`src/rtl/led_matrix_scan_ctrl.sv`:
```
`default_nettype none
// ============================================================================
// Module      : led_matrix_scan_ctrl
// Description : Row-by-row scan sequencer for a shift-register LED matrix.
//               Fetches a row from the framebuffer and shifts it into the
//               column register. It then blanks the display, latches the
//               columns, steps the row one-hot register and lights the row
//               for a fixed dwell time.
// Revision    : 1.0 - initial release
// ============================================================================
module led_matrix_scan_ctrl #(
    parameter int ROWS  = 8,
    parameter int COLS  = 8,
    parameter int HALF  = 2,
    parameter int DWELL = 64
) (
    input  logic                    clk,
    input  logic                    reset,
    input  logic                    enable,
    input  logic [COLS-1:0]         row_data,
    output logic [$clog2(ROWS)-1:0] row_addr,
    output logic                    csdi,
    output logic                    cclk,
    output logic                    le,
    output logic                    rsdi,
    output logic                    rclk,
    output logic                    oeb,
    output logic                    busy,
    output logic                    frame_done
);

    localparam int c_ROW_W = $clog2(ROWS);
    localparam int c_PH_W  = $clog2(2 * HALF) + 1;
    localparam int c_BIT_W = $clog2(COLS) + 1;
    localparam int c_CNT_W = $clog2(DWELL) + 1;

    localparam logic [c_ROW_W-1:0] c_ROW_LAST = c_ROW_W'(ROWS - 1);
    localparam logic [c_PH_W-1:0]  c_PH_RISE  = c_PH_W'(HALF - 1);
    localparam logic [c_PH_W-1:0]  c_PH_LAST  = c_PH_W'(2 * HALF - 1);
    localparam logic [c_BIT_W-1:0] c_BIT_LAST = c_BIT_W'(COLS - 1);
    localparam logic [c_CNT_W-1:0] c_CNT_LAST = c_CNT_W'(DWELL - 1);

    localparam logic [2:0] c_S_IDLE  = 3'd0;
    localparam logic [2:0] c_S_FETCH = 3'd1;
    localparam logic [2:0] c_S_SHIFT = 3'd2;
    localparam logic [2:0] c_S_BLANK = 3'd3;
    localparam logic [2:0] c_S_LATCH = 3'd4;
    localparam logic [2:0] c_S_RSTEP = 3'd5;
    localparam logic [2:0] c_S_DWELL = 3'd6;

    logic [2:0]         r_state;
    logic [c_CNT_W-1:0] r_cnt;      // FETCH/RSTEP cycle index and DWELL timer
    logic [c_PH_W-1:0]  r_ph;       // position inside one cclk bit period
    logic [c_BIT_W-1:0] r_bit;      // column bit currently on csdi
    logic [COLS-1:0]    r_shreg;
    logic [c_ROW_W-1:0] r_row;
    logic               r_csdi;
    logic               r_cclk;
    logic               r_le;
    logic               r_rsdi;
    logic               r_rclk;
    logic               r_oeb;
    logic               r_busy;
    logic               r_frame_done;

    logic [COLS-1:0]    w_shl;

    // Shift-left view of the column data; its MSB is the next bit to present.
    assign w_shl = r_shreg << 1;

    // Every pin is driven straight from a flop so the pads see glitch-free
    // edges; each state sets the pin values for the cycle that follows it.
    always_ff @(posedge clk) begin
        if (reset) begin
            r_state      <= c_S_IDLE;
            r_cnt        <= '0;
            r_ph         <= '0;
            r_bit        <= '0;
            r_shreg      <= '0;
            r_row        <= '0;
            r_csdi       <= 1'b0;
            r_cclk       <= 1'b0;
            r_le         <= 1'b0;
            r_rsdi       <= 1'b0;
            r_rclk       <= 1'b0;
            r_oeb        <= 1'b1;
            r_busy       <= 1'b0;
            r_frame_done <= 1'b0;
        end else begin
            r_le         <= 1'b0;
            r_frame_done <= 1'b0;
            case (r_state)
                c_S_IDLE: begin
                    r_oeb <= 1'b1;
                    if (enable) begin
                        r_state <= c_S_FETCH;
                        r_row   <= '0;
                        r_cnt   <= '0;
                        r_busy  <= 1'b1;
                    end
                end
                c_S_FETCH: begin
                    // The framebuffer answers one cycle after the address,
                    // so the row is captured at the end of the second cycle.
                    if (r_cnt == '0) begin
                        r_cnt <= r_cnt + 1'b1;
                    end else begin
                        r_cnt   <= '0;
                        r_shreg <= row_data;
                        r_csdi  <= row_data[COLS-1];
                        r_ph    <= '0;
                        r_bit   <= '0;
                        r_state <= c_S_SHIFT;
                    end
                end
                c_S_SHIFT: begin
                    // Low half then high half of cclk; data moves on after
                    // the high half so csdi is stable around the rising edge.
                    if (r_ph == c_PH_LAST) begin
                        r_ph    <= '0;
                        r_cclk  <= 1'b0;
                        r_shreg <= w_shl;
                        if (r_bit == c_BIT_LAST) begin
                            r_csdi  <= 1'b0;
                            r_oeb   <= 1'b1;
                            r_state <= c_S_BLANK;
                        end else begin
                            r_bit  <= r_bit + 1'b1;
                            r_csdi <= w_shl[COLS-1];
                        end
                    end else begin
                        if (r_ph == c_PH_RISE) begin
                            r_cclk <= 1'b1;
                        end
                        r_ph <= r_ph + 1'b1;
                    end
                end
                c_S_BLANK: begin
                    r_le    <= 1'b1;
                    r_state <= c_S_LATCH;
                end
                c_S_LATCH: begin
                    // A single 1 is injected only when restarting at row 0;
                    // other rows just advance the one-hot pattern.
                    r_rsdi  <= (r_row == '0);
                    r_cnt   <= '0;
                    r_state <= c_S_RSTEP;
                end
                c_S_RSTEP: begin
                    if (r_cnt == '0) begin
                        r_rclk <= 1'b1;
                        r_cnt  <= r_cnt + 1'b1;
                    end else begin
                        r_rclk  <= 1'b0;
                        r_rsdi  <= 1'b0;
                        r_oeb   <= 1'b0;
                        r_cnt   <= '0;
                        r_state <= c_S_DWELL;
                    end
                end
                c_S_DWELL: begin
                    if (r_cnt == c_CNT_LAST) begin
                        r_cnt <= '0;
                        if (r_row == c_ROW_LAST) begin
                            r_row        <= '0;
                            r_frame_done <= 1'b1;
                        end else begin
                            r_row <= r_row + 1'b1;
                        end
                        if (enable) begin
                            r_state <= c_S_FETCH;
                        end else begin
                            r_state <= c_S_IDLE;
                            r_oeb   <= 1'b1;
                            r_busy  <= 1'b0;
                        end
                    end else begin
                        r_cnt <= r_cnt + 1'b1;
                    end
                end
                default: begin
                    r_state <= c_S_IDLE;
                    r_oeb   <= 1'b1;
                    r_busy  <= 1'b0;
                end
            endcase
        end
    end

    assign row_addr   = r_row;
    assign csdi       = r_csdi;
    assign cclk       = r_cclk;
    assign le         = r_le;
    assign rsdi       = r_rsdi;
    assign rclk       = r_rclk;
    assign oeb        = r_oeb;
    assign busy       = r_busy;
    assign frame_done = r_frame_done;

endmodule
`default_nettype wire

```
`config.mk`:
```
export PLATFORM = sky130hd
export DESIGN_NAME = led_matrix_scan_ctrl
export DESIGN_NICKNAME = d
export VERILOG_FILES = /design/src/rtl/led_matrix_scan_ctrl.sv
export SDC_FILE = /design/constraint.sdc
export NUM_CORES = 1
export LEC_CHECK = 0
export CORE_MARGIN = 2
export CORE_UTILIZATION = 50
export CTS_BUF_LIST = sky130_fd_sc_hd__clkbuf_16
export CTS_CLUSTER_DIAMETER = 30
export DETAILED_ROUTE_END_ITERATION = 8
export GPL_ROUTABILITY_DRIVEN = 0
export PLACE_DENSITY = 0.8
export SETUP_SLACK_MARGIN = 0.02
export SLEW_MARGIN = 20
export SYNTH_ARGS = -nofsm -noshare
export SYNTH_HDL_FRONTEND = slang
export SYNTH_SLANG_ARGS = --single-unit
```
`constraint.sdc`:
```
create_clock -name clk -period 5.9 [get_ports clk]
set_clock_uncertainty 0.2 [all_clocks]
set_input_delay 0.885 -clock clk [delete_from_list [all_inputs] [get_ports clk]]
set_output_delay 0.885 -clock clk [all_outputs]
set_load 0.005 [all_outputs]
```
# After elaboration in Yosys (flattened, before gate mapping)
# Cells that the tools add are included.
# totals
reg_bits	35
out_inout_bits	11
elab_cells	109
# classes
addsub	4
eq_ne	19
muxes	46
bitwise	4
reduce_logical	22
# ops
cell	count
$mux W7	5
$mux W3	11
$pmux W7 S4	1
$pmux W3 S7	1
$mux W1	17
$ne A2 B2 Y1 const B	8
$pmux W7 S2	1
$eq A3 B3 Y1 const B	4
$mux W4	3
$pmux W3 S2	2
$reduce_and A6 Y1	2
$eq A3 B2 Y1 const B	3
$pmux W4 S2	1
$reduce_and A2 Y1	4
$reduce_and A4 Y1	2
$reduce_bool A2 Y1	4
$add A7 B1 Y7 const B	1
$eq A7 B6 Y1 const B	1
$logic_not A7 Y1	1
$add A3 B1 Y3 const B	2
$eq A3 B1 Y1 const B	2
$logic_not A3 Y1	2
$reduce_and A3 Y1	2
$reduce_or A3 Y1	2
other kinds (9)	13

# Longest topological paths before layout
# Gate-level depths: netlist (run 1).
# logic_depth
depth_word	4
ltp_mapped	7

# Least setup slack after synthesis (run 1)
# No wires, ideal clock.
# synth_timing
path_type	flip-flop to flip-flop
from	register r_cnt[2]
to	register r_csdi, in the netlist csdi
setup_time_ps	121
t_arrival_ps	1677
setup_slack_ps	3901
path_stages_with_launch	6
n_path_buf	1
cell_sequence	dfxtp_1 > or4_4 > o21ai_4 > a21o_1 > buf_6 > mux2_4
# synth_via
elab_chain_cells	3
# synth_rtl
item	line	source
from (decl)	52	logic [c_CNT_W-1:0] r_cnt;
from (signal assigned)	106	r_cnt <= r_cnt + 1'b1;
from (signal assigned)	152	r_cnt <= r_cnt + 1'b1;
from (signal assigned)	178	r_cnt <= r_cnt + 1'b1;
$logic_not A7 Y1	105	if (r_cnt == '0) begin
$ne A2 B2 Y1 (no source line)	--	
$reduce_and A3 Y1 (no source line)	--	
to (signal assigned)	110	r_csdi <= row_data[COLS-1];
to (signal assigned)	129	r_csdi <= w_shl[COLS-1];
to (decl)	57	logic r_csdi;
# No other way between the ends.
# A chain may end at the register's enable or synchronous reset.

# Worst setup path in the final report (run 1)
# layout_timing
from	input port reset
to	register r_shreg[1]
# layout_lines
item	line	source
from (decl)	18	input logic reset,
to (signal assigned)	109	r_shreg <= row_data;
to (signal assigned)	122	r_shreg <= w_shl;
to (decl)	55	logic [COLS-1:0] r_shreg;
# No word-level cell between the ends.

==> results of run 1 <==
state kept, by name (all words and copies together) (netlist names):
register	cells
busy	1
r_cnt	7
rclk	1
le	1
r_shreg	7
csdi	1
oeb	1
frame_done	1
rsdi	1
cclk	1
r_state	3
row_addr	3
r_ph	3
r_bit	4
worst min-delay path: stages (launching register included):
cell and delay, ns:
dfxtp_1 0.30, nand2_1 0.06, mux2i_1 0.06
where the power goes:
group          switching (mW)  total (mW)  internal [mW]
Clock                  0.0897       0.285          0.195
Sequential             0.0413       0.303          0.261
Combinational           0.119       0.219         0.0999
final timing paths:
path	from	to	depth (start not counted)
worst max-delay path	reset	r_shreg[1]	3
worst min-delay path	r_shreg[0]	r_shreg[0]	2
worst max register to register	r_state[2]	r_shreg[6]	4
worst min register to register	r_shreg[0]	r_shreg[0]	2
per-stage QoR:
step	setup WS (ns)	utilization (%)	instance area (um^2)
floorplan	3.90	-	1880
global placement	2.85	57.8	2100
detailed placement	2.81	57.8	2100
CTS	3.09	62.2	2260
global route	2.95	62.2	2260
finish	3.06	62.2	2260
cell usage in the layout, fill, tap and decap left out, types with 3 or more instances in the layout:
master,n
dfxtp_1,35
nand2_1,22
clkdlybuf4s50_1,21
mux2i_1,14
inv_1,12
nor2_1,11
nand3_1,10
a21oi_1,10
a31o_2,8
ha_1,8
nand2b_1,7
a211oi_1,6
xnor2_1,6
a2111oi_0,6
nand4_1,5
nor3_1,5
clkbuf_16,5
nor2b_1,4
nand3b_1,4
o21ai_0,4
o211ai_1,3
a31oi_1,3
cell type report:
class                      count  area (um^2)
fill                         338         1380
multi-input combinational    156         1090
sequential                    35          701
timing repair buffer          21          210
clock buffer                   5          125
tap                           48         60.1
inverter                      11         41.3
clock inverter                 2         33.8
kinds of logic (layout without fill, tap and decap cells):
kind of cell / after synthesis / in the layout / share of synthesized area, %
fa+ha+maj: 8 / 8 / 5.33
buf+inv: 21 / 39 / 4.86
flops: 35 / 35 / 37.3
xor+xnor: 6 / 6 / 2.80
mux: 15 / 15 / 8.26
simple gates: 75 / 75 / 20.8
compound gates: 52 / 52 / 20.7
layer usage:
layer	global-route usage, %	vias up	wire length [um]
met5	0	-	0
met1	26.5	700	1880
li1	-	824	-
met4	10.2	0	88
met3	3.08	7	128
met2	29.3	32	1670
==> out/results.ini, run 1 <==
[timing]
drv_slew = 0
rsz0062_at_grt = false
max_freq_mhz = 353
worst_pin_slew_ns = 0.803
setup_viol = 0
fin_worst_hold_slack_ns = 0.267
finalCritPeriodShare_pct = 48.1
hold_viol_final = 0
period_needed_ns = 2.84
max_slew_margin_pct = 46.4
tns_ns = 0

[drt]
route.final.wire_length_um = 3770
routed-via-count = 1563
dr.pass1.iters = 4
drt_drc_violations_left = 0
first_iter_violations = 97
via_per_inst = 5.62
ant_nets = 0
wl_per_cell_um = 13.6

[power]
peakVddDrop_mv = 0.196
leakagePower_nw = 0.832
powerDensity_nw_per_um2 = 357
total_power_mw = 0.806

[logic_synthesis]
ys_seq_area_share_pct = 37.3
synth.avg_cell_area_um2 = 8.86
synthCells = 212
synth_ff_type = dfxtp_1
synth.largest_area_cell = dfxtp_1
syn_area_um2 = 1880
synth_top_area_share_pct = 37.3
synth-edff-count = 0
yosys.cell_count.top_type = dfxtp_1
synth_nets = 231
ys_types = 41
yosysWarnings = 0
async_flop_share_pct = 0
yosys-top-cells-area = dfxtp_1 (37%), mux2i_1 (7.5%), ha_1 (5.3%)
ys_top_cells_by_count = dfxtp_1 (35), nand2_1 (22), mux2i_1 (14), inv_1 (11), nor2_1 (11)
ys_seq_elements = 35

[place]
dp_hpwl_um = 2610
dp_cells = 271
io_buffers = 21

[clock_tree]
cts_tree = yes
hold_buffers = 0
root_buffer = clkbuf_16
clock_sink_count = 35
postCtsSetupRepairBufs = 0
htreeDepth = 2
clkLatencyLatePin_ns = 0.28
cts_resized = 0
cts_buffer_depth = 2
cts_buffers = 5
clk_pin_slew_ns = 0.05

[die]
io_pins = 22
die-area_um2 = 4260
chipWidth_um = 65.3
core_area_um2 = 3630
num_rows = 22
initial_core_util_pct = 51.7
fp.dieH_um = 65.3

[worst_setup_path]
slowest_stage = clkdlybuf4s50_1
max_stage_delay_ns = 0.97
crit_fanout = 24
ff2ff_setup_slack_ns = 3.56
arrival_ns = 2.80
worstPathRequired_ns = 5.87
cp-start-kind = primary input
cp_top_family = buffers and inverters
worstPathCellList = clkdlybuf4s50_1, inv_1, a31o_2
cp-end-kind = flop
cp_num_buf_inv = 2
path_class = in -> reg

[grt]
grt_pass1_wl_um = 6390
grt_max_degree = 26
grt_use_total_pct = 19.4
grt_pass1_vias = 1379
overflow = 0
antenna_found_initial = 0

[outcome]
status = complete, no violations

[layout]
n_antenna_cell = 0
drive_gt1_share_pct = 8.70
fin_nets = 249
area_growth_pct = 20.2
stdcell_count = 278

[run]
max-cap-violations = 0

[hold_path]
min-delay-path-class = reg -> reg

Note: power is estimated with default switching activity, not from simulation.
==> run 2, diff against run 1 <==
clock period = 2.9 ns   (was 5.9 ns; I/O delays follow)
==> run 2 against run 1 <==
Sequential cell count is the same. Design area decreased by 0.28%. Worst setup slack worse by 2.4 ns. Final cell count increased by 1.1%. Critical path type is now reg -> reg. Worst hold slack lost 0.0066 ns. Combinational power grew 110%. Sequential share of layout area increased by 0.086 points. Clock power is 76% higher. Non-clock buffer count is 2 higher. Wire length grew 3.8%. Die area stayed put. Clock-buffer cell count did not move.
==> out/results.ini, run 2 (same netlist as run 1, synthesis figures left out) <==
[outcome]
status = complete, no violations

[layout]
layout_commonest_cell = dfxtp_1
area_growth_pct = 19.8
top_regs = r_cnt: 7 flops, r_shreg: 7 flops, r_bit: 4 flops
fin_nets = 251
drive_gt1_share_pct = 9.44
layout_common_cells = dfxtp_1 (35), nand2_1 (22), clkdlybuf4s50_1 (21)
fill_cells = 345
n_antenna_cell = 0

[clock_tree]
root_buffer = clkbuf_16
cts_buffer_depth = 2
clkLatencyLatePin_ns = 0.28
cts_resized = 0
hold_buffers = 0
clock_sink_count = 35
clk_pin_slew_ns = 0.05
cts_buffers = 5
cts_tree = yes
postCtsSetupRepairBufs = 0
htreeDepth = 2

[timing]
max_slew_margin_pct = 51.5
tns_ns = 0
max_freq_mhz = 442
setup_viol = 0
worst_pin_slew_ns = 0.721
drv_slew = 0
hold_viol_final = 0
rsz0062_at_grt = false
finalCritPeriodShare_pct = 78.0
period_needed_ns = 2.26

[grt]
grt_max_degree = 25
use_met2_pct = 30.0
overflow = 0
use_met1_pct = 26.3
grt_use_total_pct = 19.9
grt_pass1_wl_um = 6530
met3_usage_pct = 6.51
top_usage_layer = met2
grt_pass1_vias = 1399
antenna_found_initial = 0

[worst_setup_path]
crit_start = r_state[1]
cp-start-kind = flop
worstPathRequired_ns = 2.93
path_class = reg -> reg
reg2reg_to = r_shreg[6]
ff2ff_setup_slack_ns = 0.64
cp-end-kind = flop
crit_fanout = 16
worstRegToRegCells = 4
arrival_ns = 2.29
r2r_start = r_state[1]

[drt]
ant_nets = 0
route.final.wire_length_um = 3910
routed-via-count = 1588
dr.pass1.iters = 4
wl_per_cell_um = 13.9
drt_drc_violations_left = 0
via_per_inst = 5.65
first_iter_violations = 94

[die]
fp.dieH_um = 65.3
die-area_um2 = 4260
core_area_um2 = 3630
initial_core_util_pct = 51.7
io_pins = 22
chipWidth_um = 65.3
num_rows = 22

[power]
powerDensity_nw_per_um2 = 696
peakVddDrop_mv = 0.332
total_power_mw = 1.57
leakagePower_nw = 0.837

[run]
max-cap-violations = 0

[hold_path]
holdPathEnd = r_shreg[0]
hold_depth = 2
min-delay-path-class = reg -> reg
hp-start = r_shreg[0]

[place]
io_buffers = 21
dp_hpwl_um = 2670

## run 2: cell types whose count changed in the layout (fill, tap and decap cells not counted), sizes merged
cell	change
buf	+2
bufinv	-1
clkinv	+1
inv	+1
## run 2: cell type report
class	count	area, um^2	share of cell area [%]
Multi-Input combinational cell	156	1090	48.3
Clock inverter	3	12.5	0.556
Inverter	11	41.3	1.83
Clock buffer	5	125	5.56
Tap cell	48	60.1	2.67
Sequential cell	35	701	31.1
Timing Repair Buffer	23	225	10.0
## run 2: report_power, final
group          switching (mW)  internal, mW
Sequential             0.0769         0.532
Clock                   0.191         0.310
Combinational           0.251         0.206
Total                   0.519          1.05
## run 2: metal layers
| metal | part of all wire (%) | vias to the layer above |
|---|---|---|
| li1 | - | 818 |
| met1 | 51 | 740 |
| met2 | 44 | 24 |
| met3 | 3.8 | 6 |
| met4 | 1.7 | 0 |
| met5 | 0 | - |
## run 2: per-stage QoR
stage	cell area [um^2]	utilization [%]	setup WS, ns	std cells	hold WS [ns]
5_1_grt	2250	62.0	0.416	281	0.274
3_5_place_dp	2110	58.2	0.671	273	0.251
6_report	2250	62.0	0.638	281	0.261
3_3_place_gp	2110	58.2	0.675	273	0.248
2_1_floorplan	1880	-	0.901	212	0.237
4_1_cts	2250	62.0	0.666	281	0.265
## run 2: how the worst max path moves through the flow
stage,end,slack [ns]
5_1_grt,r_shreg[6],0.42
6_report,r_shreg[6],0.64
3_3_place_gp,r_shreg[1],0.67
4_1_cts,r_shreg[6],0.67
2_1_floorplan,csdi,0.90
3_5_place_dp,r_cnt[1],0.67
## run 2: critical path, stage by stage (launching register included)
cell and delay (ns):
dfxtp_1 0.60, or3b_2 0.63, mux2i_1 0.16, a2111oi_0 0.44
a31o_2 0.17
